===== config.mk =====
export PLATFORM = sky130hd
export DESIGN_NAME = mini68k_sr_ctrl_flat
export DESIGN_NICKNAME = d
export VERILOG_FILES = /design/src/rtl/mini68k_sr_ctrl_pkg.sv /design/src/rtl/mini68k_sr_ctrl_if.sv /design/src/rtl/mini68k_sr_stack.sv /design/src/rtl/mini68k_sr_ctrl.sv /design/src/flat_wrapper.sv
export SDC_FILE = /design/constraint.sdc
export NUM_CORES = 1
export LEC_CHECK = 0
export CORE_UTILIZATION = 25
export CTS_BUF_LIST = sky130_fd_sc_hd__clkbuf_4 sky130_fd_sc_hd__clkbuf_8 sky130_fd_sc_hd__clkbuf_16
export CTS_CLUSTER_SIZE = 16
export DETAILED_ROUTE_END_ITERATION = 7
export HOLD_SLACK_MARGIN = 0.03
export PLACE_DENSITY = 0.4
export SLEW_MARGIN = 20
export SYNTH_ARGS = -nofsm -noshare
export SYNTH_HDL_FRONTEND = slang
export SYNTH_HIERARCHICAL = 1
export SYNTH_SLANG_ARGS = --single-unit

===== constraint.sdc =====
create_clock -name clk -period 9.1 [get_ports clk]
set_input_delay 0.91 -clock clk [delete_from_list [all_inputs] [get_ports clk]]
set_output_delay 0.91 -clock clk [all_outputs]
set_load 0.02 [all_outputs]

===== src/rtl/mini68k_sr_ctrl_pkg.sv =====
// Shared SR field positions, reserved-bit mask, FSM encoding and SR sanitiser.
package mini68k_pkg;
  localparam int SR_T      = 15;
  localparam int SR_S      = 13;
  localparam int SR_IM_HI  = 10;
  localparam int SR_IM_LO  = 8;
  localparam int SR_CCR_HI = 4;

  // Bits 14, 12:11 and 7:5 are unimplemented and always read as zero.
  localparam logic [15:0] SR_RSVD_MASK = 16'h58E0;

  localparam logic [0:0] ST_RUN  = 1'b0;
  localparam logic [0:0] ST_HALT = 1'b1;

  // Clears reserved bits; drops T when tracing is not built in.
  function automatic logic [15:0] sr_clean(input logic [15:0] v, input logic trace_en);
    logic [15:0] r;
    r = v & ~SR_RSVD_MASK;
    if (!trace_en) r[SR_T] = 1'b0;
    return r;
  endfunction
endpackage


===== src/rtl/mini68k_sr_ctrl_if.sv =====
// Decoder/ALU/exception-controller side of the SR controller.
interface mini68k_sr_ctrl_if #(parameter int NEST_DEPTH = 8);
  localparam int CW = $clog2(NEST_DEPTH) + 1;

  logic [4:0]    ccr_in;
  logic [4:0]    ccr_mask;
  logic          ccr_we;
  logic [15:0]   sr_in;
  logic          sr_we;
  logic          exc_req;
  logic          exc_is_int;
  logic [2:0]    exc_level;
  logic          rte_req;
  logic [2:0]    irq_level;

  logic [15:0]   sr_out;
  logic [4:0]    ccr_out;
  logic          supervisor;
  logic          trace;
  logic [2:0]    int_mask;
  logic          irq_take;
  logic          exc_ack;
  logic          priv_viol;
  logic          rte_err;
  logic          halted;
  logic [CW-1:0] nest_cnt;

  modport master (
    output ccr_in, ccr_mask, ccr_we, sr_in, sr_we, exc_req, exc_is_int, exc_level,
           rte_req, irq_level,
    input  sr_out, ccr_out, supervisor, trace, int_mask, irq_take, exc_ack, priv_viol,
           rte_err, halted, nest_cnt
  );

  modport slave (
    input  ccr_in, ccr_mask, ccr_we, sr_in, sr_we, exc_req, exc_is_int, exc_level,
           rte_req, irq_level,
    output sr_out, ccr_out, supervisor, trace, int_mask, irq_take, exc_ack, priv_viol,
           rte_err, halted, nest_cnt
  );
endinterface


===== src/rtl/mini68k_sr_stack.sv =====
// LIFO of saved SRs for nested exception return.
module mini68k_sr_stack #(
  parameter int DEPTH = 8,
  parameter int CW    = $clog2(DEPTH) + 1
) (
  input  logic          clk,
  input  logic          rst_n,
  input  logic          push,
  input  logic          pop,
  input  logic [15:0]   din,
  output logic [15:0]   top,
  output logic          full,
  output logic          empty,
  output logic [CW-1:0] count
);
  localparam int AW = $clog2(DEPTH);

  logic [15:0]   mem [DEPTH];
  logic [AW-1:0] top_idx;

  assign full    = (count == CW'(DEPTH));
  assign empty   = (count == '0);
  assign top_idx = AW'(count - CW'(1));
  assign top     = mem[top_idx];

  // Storage needs no reset: only entries below count are ever read.
  always_ff @(posedge clk) begin
    if (push && !full) mem[count[AW-1:0]] <= din;
  end

  // Occupancy; push and pop are mutually exclusive at the caller.
  always_ff @(posedge clk) begin
    if (!rst_n)                count <= '0;
    else if (push && !full)    count <= count + CW'(1);
    else if (pop && !empty)    count <= count - CW'(1);
  end
endmodule


===== src/rtl/mini68k_sr_ctrl.sv =====
// Status register with exception entry/RTE sequencing, IRQ gating and double-fault halt.
module mini68k_sr_ctrl import mini68k_pkg::*; #(
  parameter int          NEST_DEPTH = 8,
  parameter logic [15:0] SR_RESET   = 16'h2700,
  parameter bit          TRACE_EN   = 1'b1
) (
  input logic               clk,
  input logic               rst_n,
  mini68k_sr_ctrl_if.slave  bus
);
  localparam int CW = $clog2(NEST_DEPTH) + 1;

  logic [15:0]   sr, sr_nxt, sr_ccr, stk_top;
  logic [0:0]    state, state_nxt;
  logic          nmi_prev;
  logic          push, pop, stk_full, stk_empty;
  logic          ack_q, viol_q, rerr_q;
  logic          ack_nxt, viol_nxt, rerr_nxt;
  logic [CW-1:0] nest;

  mini68k_sr_stack #(.DEPTH(NEST_DEPTH), .CW(CW)) u_stack (
    .clk   (clk),
    .rst_n (rst_n),
    .push  (push),
    .pop   (pop),
    .din   (sr_ccr),
    .top   (stk_top),
    .full  (stk_full),
    .empty (stk_empty),
    .count (nest)
  );

  // Prioritised next-SR selection: entry > RTE > SR write > CCR write.
  always_comb begin
    sr_ccr = sr;
    if (bus.ccr_we)
      sr_ccr[SR_CCR_HI:0] = (sr[SR_CCR_HI:0] & ~bus.ccr_mask) | (bus.ccr_in & bus.ccr_mask);
    sr_nxt    = sr;
    state_nxt = state;
    push      = 1'b0;
    pop       = 1'b0;
    ack_nxt   = 1'b0;
    viol_nxt  = 1'b0;
    rerr_nxt  = 1'b0;
    if (state == ST_RUN) begin
      if (bus.exc_req) begin
        if (stk_full) begin
          state_nxt = ST_HALT;
        end else begin
          // Save the SR including the flags of the ALU op retiring this cycle.
          push         = 1'b1;
          ack_nxt      = 1'b1;
          sr_nxt       = sr_ccr;
          sr_nxt[SR_T] = 1'b0;
          sr_nxt[SR_S] = 1'b1;
          if (bus.exc_is_int) sr_nxt[SR_IM_HI:SR_IM_LO] = bus.exc_level;
        end
      end else if (bus.rte_req) begin
        if (stk_empty) begin
          rerr_nxt = 1'b1;
        end else begin
          pop    = 1'b1;
          sr_nxt = stk_top;
          if (!TRACE_EN) sr_nxt[SR_T] = 1'b0;
        end
      end else if (bus.sr_we && sr[SR_S]) begin
        sr_nxt = sr_clean(bus.sr_in, TRACE_EN);
      end else begin
        // A refused SR write does not block the flags update of the same cycle.
        viol_nxt = bus.sr_we;
        sr_nxt   = sr_ccr;
      end
    end
  end

  // State, SR and registered one-cycle status pulses.
  always_ff @(posedge clk) begin
    if (!rst_n) begin
      sr       <= SR_RESET;
      state    <= ST_RUN;
      nmi_prev <= 1'b0;
      ack_q    <= 1'b0;
      viol_q   <= 1'b0;
      rerr_q   <= 1'b0;
    end else begin
      sr       <= sr_nxt;
      state    <= state_nxt;
      nmi_prev <= (bus.irq_level == 3'd7);
      ack_q    <= ack_nxt;
      viol_q   <= viol_nxt;
      rerr_q   <= rerr_nxt;
    end
  end

  assign bus.sr_out     = sr;
  assign bus.ccr_out    = sr[SR_CCR_HI:0];
  assign bus.supervisor = sr[SR_S];
  assign bus.trace      = sr[SR_T];
  assign bus.int_mask   = sr[SR_IM_HI:SR_IM_LO];
  assign bus.exc_ack    = ack_q;
  assign bus.priv_viol  = viol_q;
  assign bus.rte_err    = rerr_q;
  assign bus.halted     = (state == ST_HALT);
  assign bus.nest_cnt   = nest;
  // Level 7 bypasses the mask, but only on its rising edge.
  assign bus.irq_take   = (state == ST_RUN) &&
                          ((bus.irq_level > sr[SR_IM_HI:SR_IM_LO]) ||
                           (bus.irq_level == 3'd7 && !nmi_prev));
endmodule

===== src/flat_wrapper.sv =====
// flat-port wrapper written by rule: the top's interface ports become plain ports
module mini68k_sr_ctrl_flat import mini68k_pkg::*;
#(
  parameter int          NEST_DEPTH = 8,
  parameter logic [15:0] SR_RESET   = 16'h2700,
  parameter bit          TRACE_EN   = 1'b1
)
  (clk, rst_n, bus_ccr_in, bus_ccr_mask, bus_ccr_we, bus_sr_in, bus_sr_we, bus_exc_req, bus_exc_is_int, bus_exc_level, bus_rte_req, bus_irq_level, bus_sr_out, bus_ccr_out, bus_supervisor, bus_trace, bus_int_mask, bus_irq_take, bus_exc_ack, bus_priv_viol, bus_rte_err, bus_halted, bus_nest_cnt);
  mini68k_sr_ctrl_if #(.NEST_DEPTH(NEST_DEPTH)) bus_i ();
  input logic clk;
  input logic rst_n;
  input wire logic [$bits(bus_i.ccr_in)-1:0] bus_ccr_in;
  input wire logic [$bits(bus_i.ccr_mask)-1:0] bus_ccr_mask;
  input wire logic [$bits(bus_i.ccr_we)-1:0] bus_ccr_we;
  input wire logic [$bits(bus_i.sr_in)-1:0] bus_sr_in;
  input wire logic [$bits(bus_i.sr_we)-1:0] bus_sr_we;
  input wire logic [$bits(bus_i.exc_req)-1:0] bus_exc_req;
  input wire logic [$bits(bus_i.exc_is_int)-1:0] bus_exc_is_int;
  input wire logic [$bits(bus_i.exc_level)-1:0] bus_exc_level;
  input wire logic [$bits(bus_i.rte_req)-1:0] bus_rte_req;
  input wire logic [$bits(bus_i.irq_level)-1:0] bus_irq_level;
  output wire logic [$bits(bus_i.sr_out)-1:0] bus_sr_out;
  output wire logic [$bits(bus_i.ccr_out)-1:0] bus_ccr_out;
  output wire logic [$bits(bus_i.supervisor)-1:0] bus_supervisor;
  output wire logic [$bits(bus_i.trace)-1:0] bus_trace;
  output wire logic [$bits(bus_i.int_mask)-1:0] bus_int_mask;
  output wire logic [$bits(bus_i.irq_take)-1:0] bus_irq_take;
  output wire logic [$bits(bus_i.exc_ack)-1:0] bus_exc_ack;
  output wire logic [$bits(bus_i.priv_viol)-1:0] bus_priv_viol;
  output wire logic [$bits(bus_i.rte_err)-1:0] bus_rte_err;
  output wire logic [$bits(bus_i.halted)-1:0] bus_halted;
  output wire logic [$bits(bus_i.nest_cnt)-1:0] bus_nest_cnt;
  assign bus_i.ccr_in = bus_ccr_in;
  assign bus_i.ccr_mask = bus_ccr_mask;
  assign bus_i.ccr_we = bus_ccr_we;
  assign bus_i.sr_in = bus_sr_in;
  assign bus_i.sr_we = bus_sr_we;
  assign bus_i.exc_req = bus_exc_req;
  assign bus_i.exc_is_int = bus_exc_is_int;
  assign bus_i.exc_level = bus_exc_level;
  assign bus_i.rte_req = bus_rte_req;
  assign bus_i.irq_level = bus_irq_level;
  assign bus_sr_out = bus_i.sr_out;
  assign bus_ccr_out = bus_i.ccr_out;
  assign bus_supervisor = bus_i.supervisor;
  assign bus_trace = bus_i.trace;
  assign bus_int_mask = bus_i.int_mask;
  assign bus_irq_take = bus_i.irq_take;
  assign bus_exc_ack = bus_i.exc_ack;
  assign bus_priv_viol = bus_i.priv_viol;
  assign bus_rte_err = bus_i.rte_err;
  assign bus_halted = bus_i.halted;
  assign bus_nest_cnt = bus_i.nest_cnt;
  mini68k_sr_ctrl #(.NEST_DEPTH(NEST_DEPTH), .SR_RESET(SR_RESET), .TRACE_EN(TRACE_EN)) u_core (.clk(clk), .rst_n(rst_n), .bus(bus_i));
endmodule

# After elaboration in Yosys (flattened, before gate mapping)
# Memories as Yosys holds them, arrays and structs flattened.
# Index checks and enable logic that the tools add are counted.
[op_classes]
add_sub_neg = 2
order_cmp = 1
eq_ne = 6
mux = 22
n_bitwise = 8
n_reduce_logical = 19
[ops]
columns = ["cell", "n"]
rows = [
  ["16-bit 2-to-1 mux", 5],
  ["1-bit 2-to-1 mux", 13],
  ["5-bit bitwise AND", 2],
  ["4-bit 2-to-1 mux", 2],
  ["4-bit AND reduction", 2],
  ["1-bit logical AND", 5],
  ["5-bit 2-to-1 mux", 1],
  ["5-bit NOT", 1],
  ["5-bit OR", 1],
  ["5-bit AND reduction", 1],
  ["5-bit OR reduction", 1],
  ["4-bit by 1-bit adder with 4-bit output (second input constant)", 1],
  ["4-bit == test (second input constant)", 1],
  ["4-bit logical NOT", 1],
  ["2-bit != test (second input constant)", 2],
  ["1-bit NOT", 4],
  ["2-bit nonzero test", 2],
  ["4-bit OR reduction", 1],
  ["4-bit by 1-bit subtractor with 4-bit output (second input constant)", 1],
  ["3-bit == test (second input constant)", 1],
  ["3-bit > comparator", 1],
  ["1-bit logical NOT", 3],
  ["3-bit 2-to-1 mux", 1],
  ["3-bit != test (second input constant)", 1],
  ["other kinds (4)", 4],
]
[totals]
regBits = 25
ram_bits = 128
in_bits = 39
output_inout_bits = 35
wordCells = 69
memories = 1
[mem_list]
columns = ["memory", "words", "width", "rd", "rd_clocked_by_memory_dff", "write_ports", "line", "source"]
rows = [
  ["u_core.u_stack.mem", 8, 16, 1, 0, 1, "mini68k_sr_stack.sv:18", "logic [15:0] mem [DEPTH];"],
]

# Logic depth before layout (Yosys ltp)
# Gate-level depths: netlist (run 1).
[logic_depth]
word_depth = 8
mapped_depth = 11
ltp_nobuf = 9

# Cells and area by module
# The synthesis (run 1) kept the hierarchy.
[by_module_without_submodules]
columns = ["mod", "n_inst", "cells_each", "area_per_inst_um2", "seq_area_each_um2"]
rows = [
  ["mini68k_sr_stack", 1, 244, 5198.7, 3923.8],
  ["mini68k_sr_ctrl", 1, 163, 1401.3, 420.4],
]

# Worst setup path after synthesis (run 1)
# No wires, ideal clock.
[synth_path]
kind = "register to register"
from = "register u_core.u_stack.count[0]"
to = "memory u_core.u_stack.mem[0][0] (enable)"
setup_time_ns = 0.409
arrival_time_ns = 3.544
t_required_ns = 8.691
setup_slack_ns = 5.147
path_stages_with_launch = 10
path_buffers = 2
synth_period_minus_slack_ns = 3.953
path_cell_list = "dfxtp_1 buf_1 inv_1 ha_1 nand2b_1 nor2_1 nor3b_1 clkbuf_1 nand3b_1 nor3_1"
[synth_via]
elab_chain_cells = 7
word_cells_on_any_way = 8
cone_classes = "eq/ne (1); mux (5); reduce/logical (2)"
[synth_rtl]
columns = ["item", "line", "source"]
rows = [
  ["start, declared", "mini68k_sr_stack.sv:14", "output logic [CW-1:0] count"],
  ["start signal, assigned", "mini68k_sr_stack.sv:34", "else if (push && !full) count <= count + CW'(1);"],
  ["start signal, assigned", "mini68k_sr_stack.sv:35", "else if (pop && !empty) count <= count - CW'(1);"],
  ["4-bit == test *", "mini68k_sr_stack.sv:21", "assign full = (count == CW'(DEPTH));"],
  ["via u_core.stk_full", "mini68k_sr_ctrl.sv:16", "logic push, pop, stk_full, stk_empty;"],
  ["1-bit 2-to-1 mux", "mini68k_sr_ctrl.sv:47", "if (stk_full) begin"],
  ["1-bit 2-to-1 mux (2 in a row)", "--", ""],
  ["1-bit logical AND *", "mini68k_sr_stack.sv:28", "if (push && !full) mem[count[AW-1:0]] <= din;"],
  ["1-bit 2-to-1 mux *", "mini68k_sr_stack.sv:28", ""],
  ["1-bit 2-to-1 mux (implied by the code) *", "mini68k_sr_stack.sv:28", ""],
  ["end, declared", "mini68k_sr_stack.sv:18", ""],
]
# The timed path passes the listed nets; every way through them passes the cells marked *.

# Worst setup path in the final report (run 1)
[layout_path]
from = "input bus_exc_req"
to = "register u_core.u_stack.count[0]"
[layout_via]
elab_chain_cells = 4
word_cells_on_any_way = 8
cone_classes = "mux (5); reduce/logical (3)"
[layout_rtl]
columns = ["item", "line", "source"]
rows = [
  ["start, declared", "flat_wrapper.sv:17", "input wire logic [$bits(bus_i.exc_req)-1:0] bus_exc_req;"],
  ["1-bit 2-to-1 mux", "mini68k_sr_ctrl.sv:46", "if (bus.exc_req) begin"],
  ["1-bit 2-to-1 mux", "mini68k_sr_ctrl.sv:45", "if (state == ST_RUN) begin"],
  ["via u_core.pop", "mini68k_sr_ctrl.sv:16", ""],
  ["1-bit logical AND", "mini68k_sr_stack.sv:35", ""],
  ["2-bit nonzero test (no line)", "--", ""],
]
# The timed path passes the listed nets, and every way through them passes these cells.
# A chain may end at the register's enable or synchronous reset.

==> results of run 1 <==
metrics by stage:
| step | power, mW | cells | hold slack [ns] | util | setup slack [ns] |
|---|---|---|---|---|---|
| after floorplan | 1.43 | 407 | 0.526 | - | 5.15 |
| after global placement | 1.66 | 780 | 0.498 | 0.290 | 4.79 |
| after detailed placement | 1.67 | 780 | 0.503 | 0.290 | 4.74 |
| after CTS | 2.39 | 812 | 0.514 | 0.314 | 5.19 |
| after global routing | 2.47 | 812 | 0.560 | 0.314 | 4.99 |
| final | 2.36 | 812 | 0.510 | 0.314 | 5.20 |
placed cells by master (no fill, tap or decap), drive strengths merged, types with 3 or more instances in the layout:
cell / instances
inv: 11
clkbuf: 18
nand2: 19
mux2i: 6
a21boi: 8
a21oi: 8
nor3: 3
clkinv: 5
bufinv: 3
buf: 12
edfxtp: 128
ha: 5
mux4: 32
o21ai: 18
clkinvlp: 4
mux2: 29
dfxtp: 25
and2: 3
nor2b: 6
clkdlybuf4s50: 67
nand2b: 3
nor2: 14
o311ai: 3
a211oi: 4
nand3b: 3
nand3: 17
state kept, by name, summed over array words and instances (netlist names):
| name | cells |
|---|---|
| u_core/nmi_prev | 1 |
| u_core/bus.sr_out | 16 |
| u_core/u_stack/count | 4 |
| u_core/bus.exc_ack | 1 |
| u_core/bus.halted | 1 |
| u_core/bus.rte_err | 1 |
| u_core/u_stack/mem | 128 |
| u_core/bus.priv_viol | 1 |
area by class of cell:
class / count / share of cell area
clock buffers: 18 / 0.0531
clock inverters: 14 / 0.0212
inverters: 9 / 0.00414
multi-input cells: 204 / 0.244
flip-flops and latches: 153 / 0.533
well taps: 335 / 0.0514
repair buffers: 79 / 0.0933
critical path, cell delays in order:
cell and delay [ns]:
clkdlybuf4s50_1 0.89, nor2b_1 0.83, nor3b_1 0.86, mux2_2 0.30, o22ai_1 0.08, xnor2_1 0.16
and2_1 0.18
power by group through the flow:
stage               logic [mW]  clock network [mW]  registers, mW
CTS                      0.683               0.737          0.973
detailed placement       0.681                   0          0.987
finish                   0.669               0.718          0.969
floorplan                0.453                   0          0.974
global placement         0.679                   0          0.979
global route             0.725               0.764          0.985
layer usage:
metal	up-vias	track usage	routed length, µm
met5	-	0	0
met2	63	0.206	7950
met3	5	0.0289	620
met4	0	0.0325	95
met1	1908	0.167	7370
li1	1680	-	-
cell families after synthesis:
logic type,Yosys count,synth area share
AO/OA/AOI/OAI,51,0.0512
adder cells (fa/ha/maj),5,0.00948
XOR/XNOR,2,0.00265
AND/OR/NAND/NOR,79,0.0671
flip-flops,153,0.658
multiplexers,67,0.168
buffers and inverters,50,0.0436
path summary, 6_finish.rpt:
path              cells past startpoint                  endpoint                     from  slack [ns]
hold reg to reg                       2      u_core/bus.sr_out[4]     u_core/bus.sr_out[4]        0.51
setup / recovery                      7   u_core/u_stack/count[0]              bus_exc_req        5.20
hold / removal                        2      u_core/bus.sr_out[4]     u_core/bus.sr_out[4]        0.51
setup reg to reg                      9  u_core/u_stack/mem[6][3]  u_core/u_stack/count[1]        5.63
cells in the mapped netlist, drive strengths merged (4+ instances only):
cell	n	area [µm²]
edfxtp	128	3840
buf	37	239
mux4	32	721
mux2	29	327
dfxtp	25	500
nand2	19	71.3
o21ai	18	90.1
nand3	17	85.1
nor2	14	55.1
inv	9	33.8
a21boi	8	60.1
a21oi	8	47.6
mux2i	6	60.1
nor2b	6	37.5
ha	5	62.6
a211oi	4	30.0
clkbuf	4	15.0
==> results.md, run 1 <==
- Status: finished, final reports clean
- Sw Ratio: 0.304
- Total GRT Usage: 0.126
- PD cells: 289 nW/µm²
- Number of max-cap violations: 0
- Sequential area share after synthesis: 0.658
- RSZ-0062 raised after global routing: no
- Arrival time at the worst endpoint: roughly 4.2 ns
- DRT Wirelength: between 15 and 20 mm
- CTS tree: yes
- Mean Syn Cell Area: about 16 µm²
- Net count after synthesis: approximately 450
- Clock Sinks: between 150 and 200
- DIE AREA: between 20,000 and 30,000 µm²
- Synthesized flop and latch total: roughly 150
- Root Buffer: clkbuf_16
- Leak: between 2 and 3 nW
- Synth warn: 6
- Min cycle time layout: ~3.9 ns
- Largest net degree at the start of global routing: between 40 and 50
- Drt pass-1 iters: 4
- Antenna Cells: 0
- Worst slew pin tran: 1.06 ns
- IO buf count: 67
- Multi-input gate area: between 1500 and 2000 µm²
- Internal Pwr Total: around 1.6 mW
- HPWL after DPL: 9.78 mm
- Fillcell total: 2,581
- Min-delay worst type: flop to flop
- Synthesized instance count: between 400 and 500
- Num rows: 59
- Hold Fails Final Rpt: 0
- VDD IR max: roughly 0.13 mV
- Vias in the first global route: between 3,000 and 4,000
- Crit end category: flop
- Synth Cell Area: about 6600 µm²
- Drt first-iter violations: between 200 and 300
- Sw Pwr: ~0.72 mW
- Netlist cell types: 50
- Most used DFF post-synth: edfxtp_1
- Vias per inst: 4.50
- CTS resizes: 0
- Seq. cell area: around 4300 µm²
- Setup crit start kind: input port
- Logic gate share of total power: 0.284
- Final setup fails: 0
- # hold bufs at CTS: 0
- Fmax: around 260 MHz
- Chip height: between 150 and 200 µm
- Post-synth EDFFs: 128
- I/O pin count: between 70 and 80
- Crit path max fanout: 19
- Setup Buffers After CTS: 0
- Power share of the clock group: 0.305
- Area grow syn2layout: 23.5%
- DRC: 0
- Crit share post-route: 0.428
- Max-slew headroom: 0.291
- Die W: around 160 µm
- Critical path class: input port to flop
- Initial antenna violation count: 0
- First-pass GRT wire length: roughly 24 mm
- Initial Util: 0.254
- Layout cells sized above 1: 0.243
- Fin. max-slew vios: 0
- CP required: about 9.4 ns
- Worst skew pair latency: roughly 0.41 ns
- Clock Skew: 0.00834 ns
- CORE AREA: 26,000 µm²
- # H-tree levels: 4
- Fin nets: between 500 and 600
- Setup_tns: 0 ns
- GR Overflow Total: 0
- Post-DRT Antenna Nets: 0
- Vias: between 3,000 and 4,000
- Post-synth ARST share: 0
- Routability cong.: between 0.7 and 0.8
- Post-route cell area: around 8000 µm²
- Placed Area: roughly 7500 µm²
- Total CTS buffers: 17
- Clock Tree Buf Depth: 2
- Clock transition at the registers of the reported paths: ~0.06 ns
- Routed length per instance: around 20 µm
- Sequential Power Share: 0.411
(Power assumes the default switching activity.)
==> run 2, diff against run 1 <==
==> constraint.sdc (replaced) <==
create_clock -name clk -period 3.9 [get_ports clk]
set_input_delay 0.39 -clock clk [delete_from_list [all_inputs] [get_ports clk]]
set_output_delay 0.39 -clock clk [all_outputs]
set_load 0.02 [all_outputs]
==> results.md, run 2 (synthesis gave the netlist of run 1 again) <==
- Status: finished, final reports clean
- Initial Util: 0.254
- CP required: ~3.5 ns
- HPWL after DPL: about 10 mm
- Drt first-iter violations: 210
- Fin nets: between 500 and 600
- GR Overflow Total: 0
- Total Power: approximately 5.5 mW
- Routed length per instance: around 19 µm
- Die W: around 160 µm
- Fillcell total: roughly 2,600
- Total GRT Usage: 0.123
- Layout cells sized above 1: 0.250
- Vias per inst: 4.53
- Min-delay worst type: flop to flop
- I/O pin count: 74
- Setup Buffers After CTS: 0
- DRC: 0
- Worst hold start: u_core/bus.sr_out[0]
- PD cells: approximately 660 nW/µm²
- Vias in the first global route: between 3,000 and 4,000
- Arrival time at the worst endpoint: 2.49 ns
- Largest net degree at the start of global routing: between 40 and 50
- Worst flop-to-flop path startpoint: u_core/u_stack/count[1]
- IO buf count: 67
- Hold Fails Final Rpt: 0
- Area grow syn2layout: 24.9%
- Vias: 3,710
- Crit share post-route: 0.739
- Logic gate share of total power: 0.286
- Final core utilization: 0.317
- Internal Pwr Total: 3.83 mW
- Critical path class: flop to primary output
- Max-slew headroom: 0.454
- Most frequent cells in the layout: edfxtp_1, clkdlybuf4s50_1, mux4_2
- CORE AREA: between 20,000 and 30,000 µm²
- Fin. max-slew vios: 0
- CP startpoint: u_core/bus.sr_out[9]
- CTS resizes: 0
- VDD IR max: a little under 0.3 mV
- Fmax: approximately 350 MHz
- Post-DRT Antenna Nets: 0
- Num rows: between 50 and 60
- M3 GR Usage: 0.0296
- Root Buffer: clkbuf_16
- Clock Sinks: around 150
- Number of max-cap violations: 0
- GRT met1 Usage: 0.165
- Clock Tree Buf Depth: 2
- Final setup fails: 0
- Initial antenna violation count: 0
- Power share of the clock group: 0.303
- Min Hold Slack: ~0.5 ns
- Chip height: approximately 160 µm
- DIE AREA: 27,100 µm²
- Antenna Cells: 0
- CTS tree: yes
- Setup crit start kind: flop
- Routability cong.: between 0.7 and 0.8
- Commonest non-fill, non-tap cell in the layout: edfxtp_1
- First-pass GRT wire length: between 20 and 25 mm
- Worst skew pair latency: 0.41 ns
- Crit path max fanout: 12
- Sequential Power Share: 0.410
- Clock Skew: 0.00889 ns
- Min cycle time layout: 2.88 ns
- Clock transition at the registers of the reported paths: 0.06 ns
- Top Usage Layer GRT: met2
- Sw Ratio: 0.300
- # hold bufs at CTS: 0
- Crit end category: primary output
- M2 GR Usage: 0.200
- Total CTS buffers: 17
- # H-tree levels: 4
- RSZ-0062 raised after global routing: no
- Largest register FFs: about 130
- Drt pass-1 iters: 4
- Worst slew pin tran: roughly 0.82 ns
- DRT Wirelength: ~16 mm
- Sw Pwr: 1.64 mW
- Leak: about 2.7 nW
==> run 2: changes by cell type in the layout (fill, tap and decap cells not counted), sizes merged <==
cell      before  now
clkinv         5    6
buf           12   19
clkinvlp       4    3
==> run 2: critical path, cell delays in order, from the launching register on <==
cell	delay [ns]
dfxtp_1	0.57
inv_1	0.11
ha_1	0.30
nor2b_1	0.14
o21a_1	0.11
o21ai_0	0.07
a21oi_1	0.16
clkdlybuf4s50_1	0.62
==> run 2: power by group through the flow <==
stage | combinational (mW) | sequential (mW) | clock (mW)
floorplan | 1.06 | 2.27 | 0
global placement | 1.60 | 2.27 | 0
detailed placement | 1.61 | 2.29 | 0
CTS | 1.61 | 2.26 | 1.72
global route | 1.71 | 2.28 | 1.78
finish | 1.57 | 2.25 | 1.66
==> run 2: area by class of cell <==
| class | instances | area, µm² | area share |
|---|---|---|---|
| clock buffer | 18 | 433 | 0.0525 |
| tap | 335 | 419 | 0.0509 |
| clock inverter | 14 | 173 | 0.0210 |
| sequential | 153 | 4350 | 0.527 |
| multi-input combinational | 204 | 1990 | 0.241 |
| timing repair buffer | 86 | 851 | 0.103 |
| inverter | 9 | 33.8 | 0.00410 |
==> run 2: final timing paths <==
| path | cells after the start | slack, ns | endpoint |
|---|---|---|---|
| setup reg to reg | 9 | 1.06 | u_core/u_stack/mem[1][4] |
| hold / removal | 2 | 0.50 | u_core/bus.sr_out[0] |
| hold reg to reg | 2 | 0.50 | u_core/bus.sr_out[0] |
| setup / recovery | 7 | 1.02 | bus_irq_take |
==> run 2: through the flow <==
| stage | setup TNS [ns] | std cells | setup slack [ns] | area (µm²) |
|---|---|---|---|---|
| floorplan | -0.171 | 407 | -0.0107 | 6610 |
| global placement | 0 | 787 | 1.09 | 7630 |
| detailed placement | 0 | 787 | 1.05 | 7630 |
| CTS | 0 | 819 | 0.955 | 8240 |
| global route | 0 | 819 | 0.768 | 8240 |
| finish | 0 | 819 | 1.02 | 8240 |
==> run 2: routing by layer <==
metal,up-vias,share of wire
li1,1699,-
met1,1912,0.46
met2,89,0.49
met3,10,0.040
met4,0,0.0099
met5,-,0
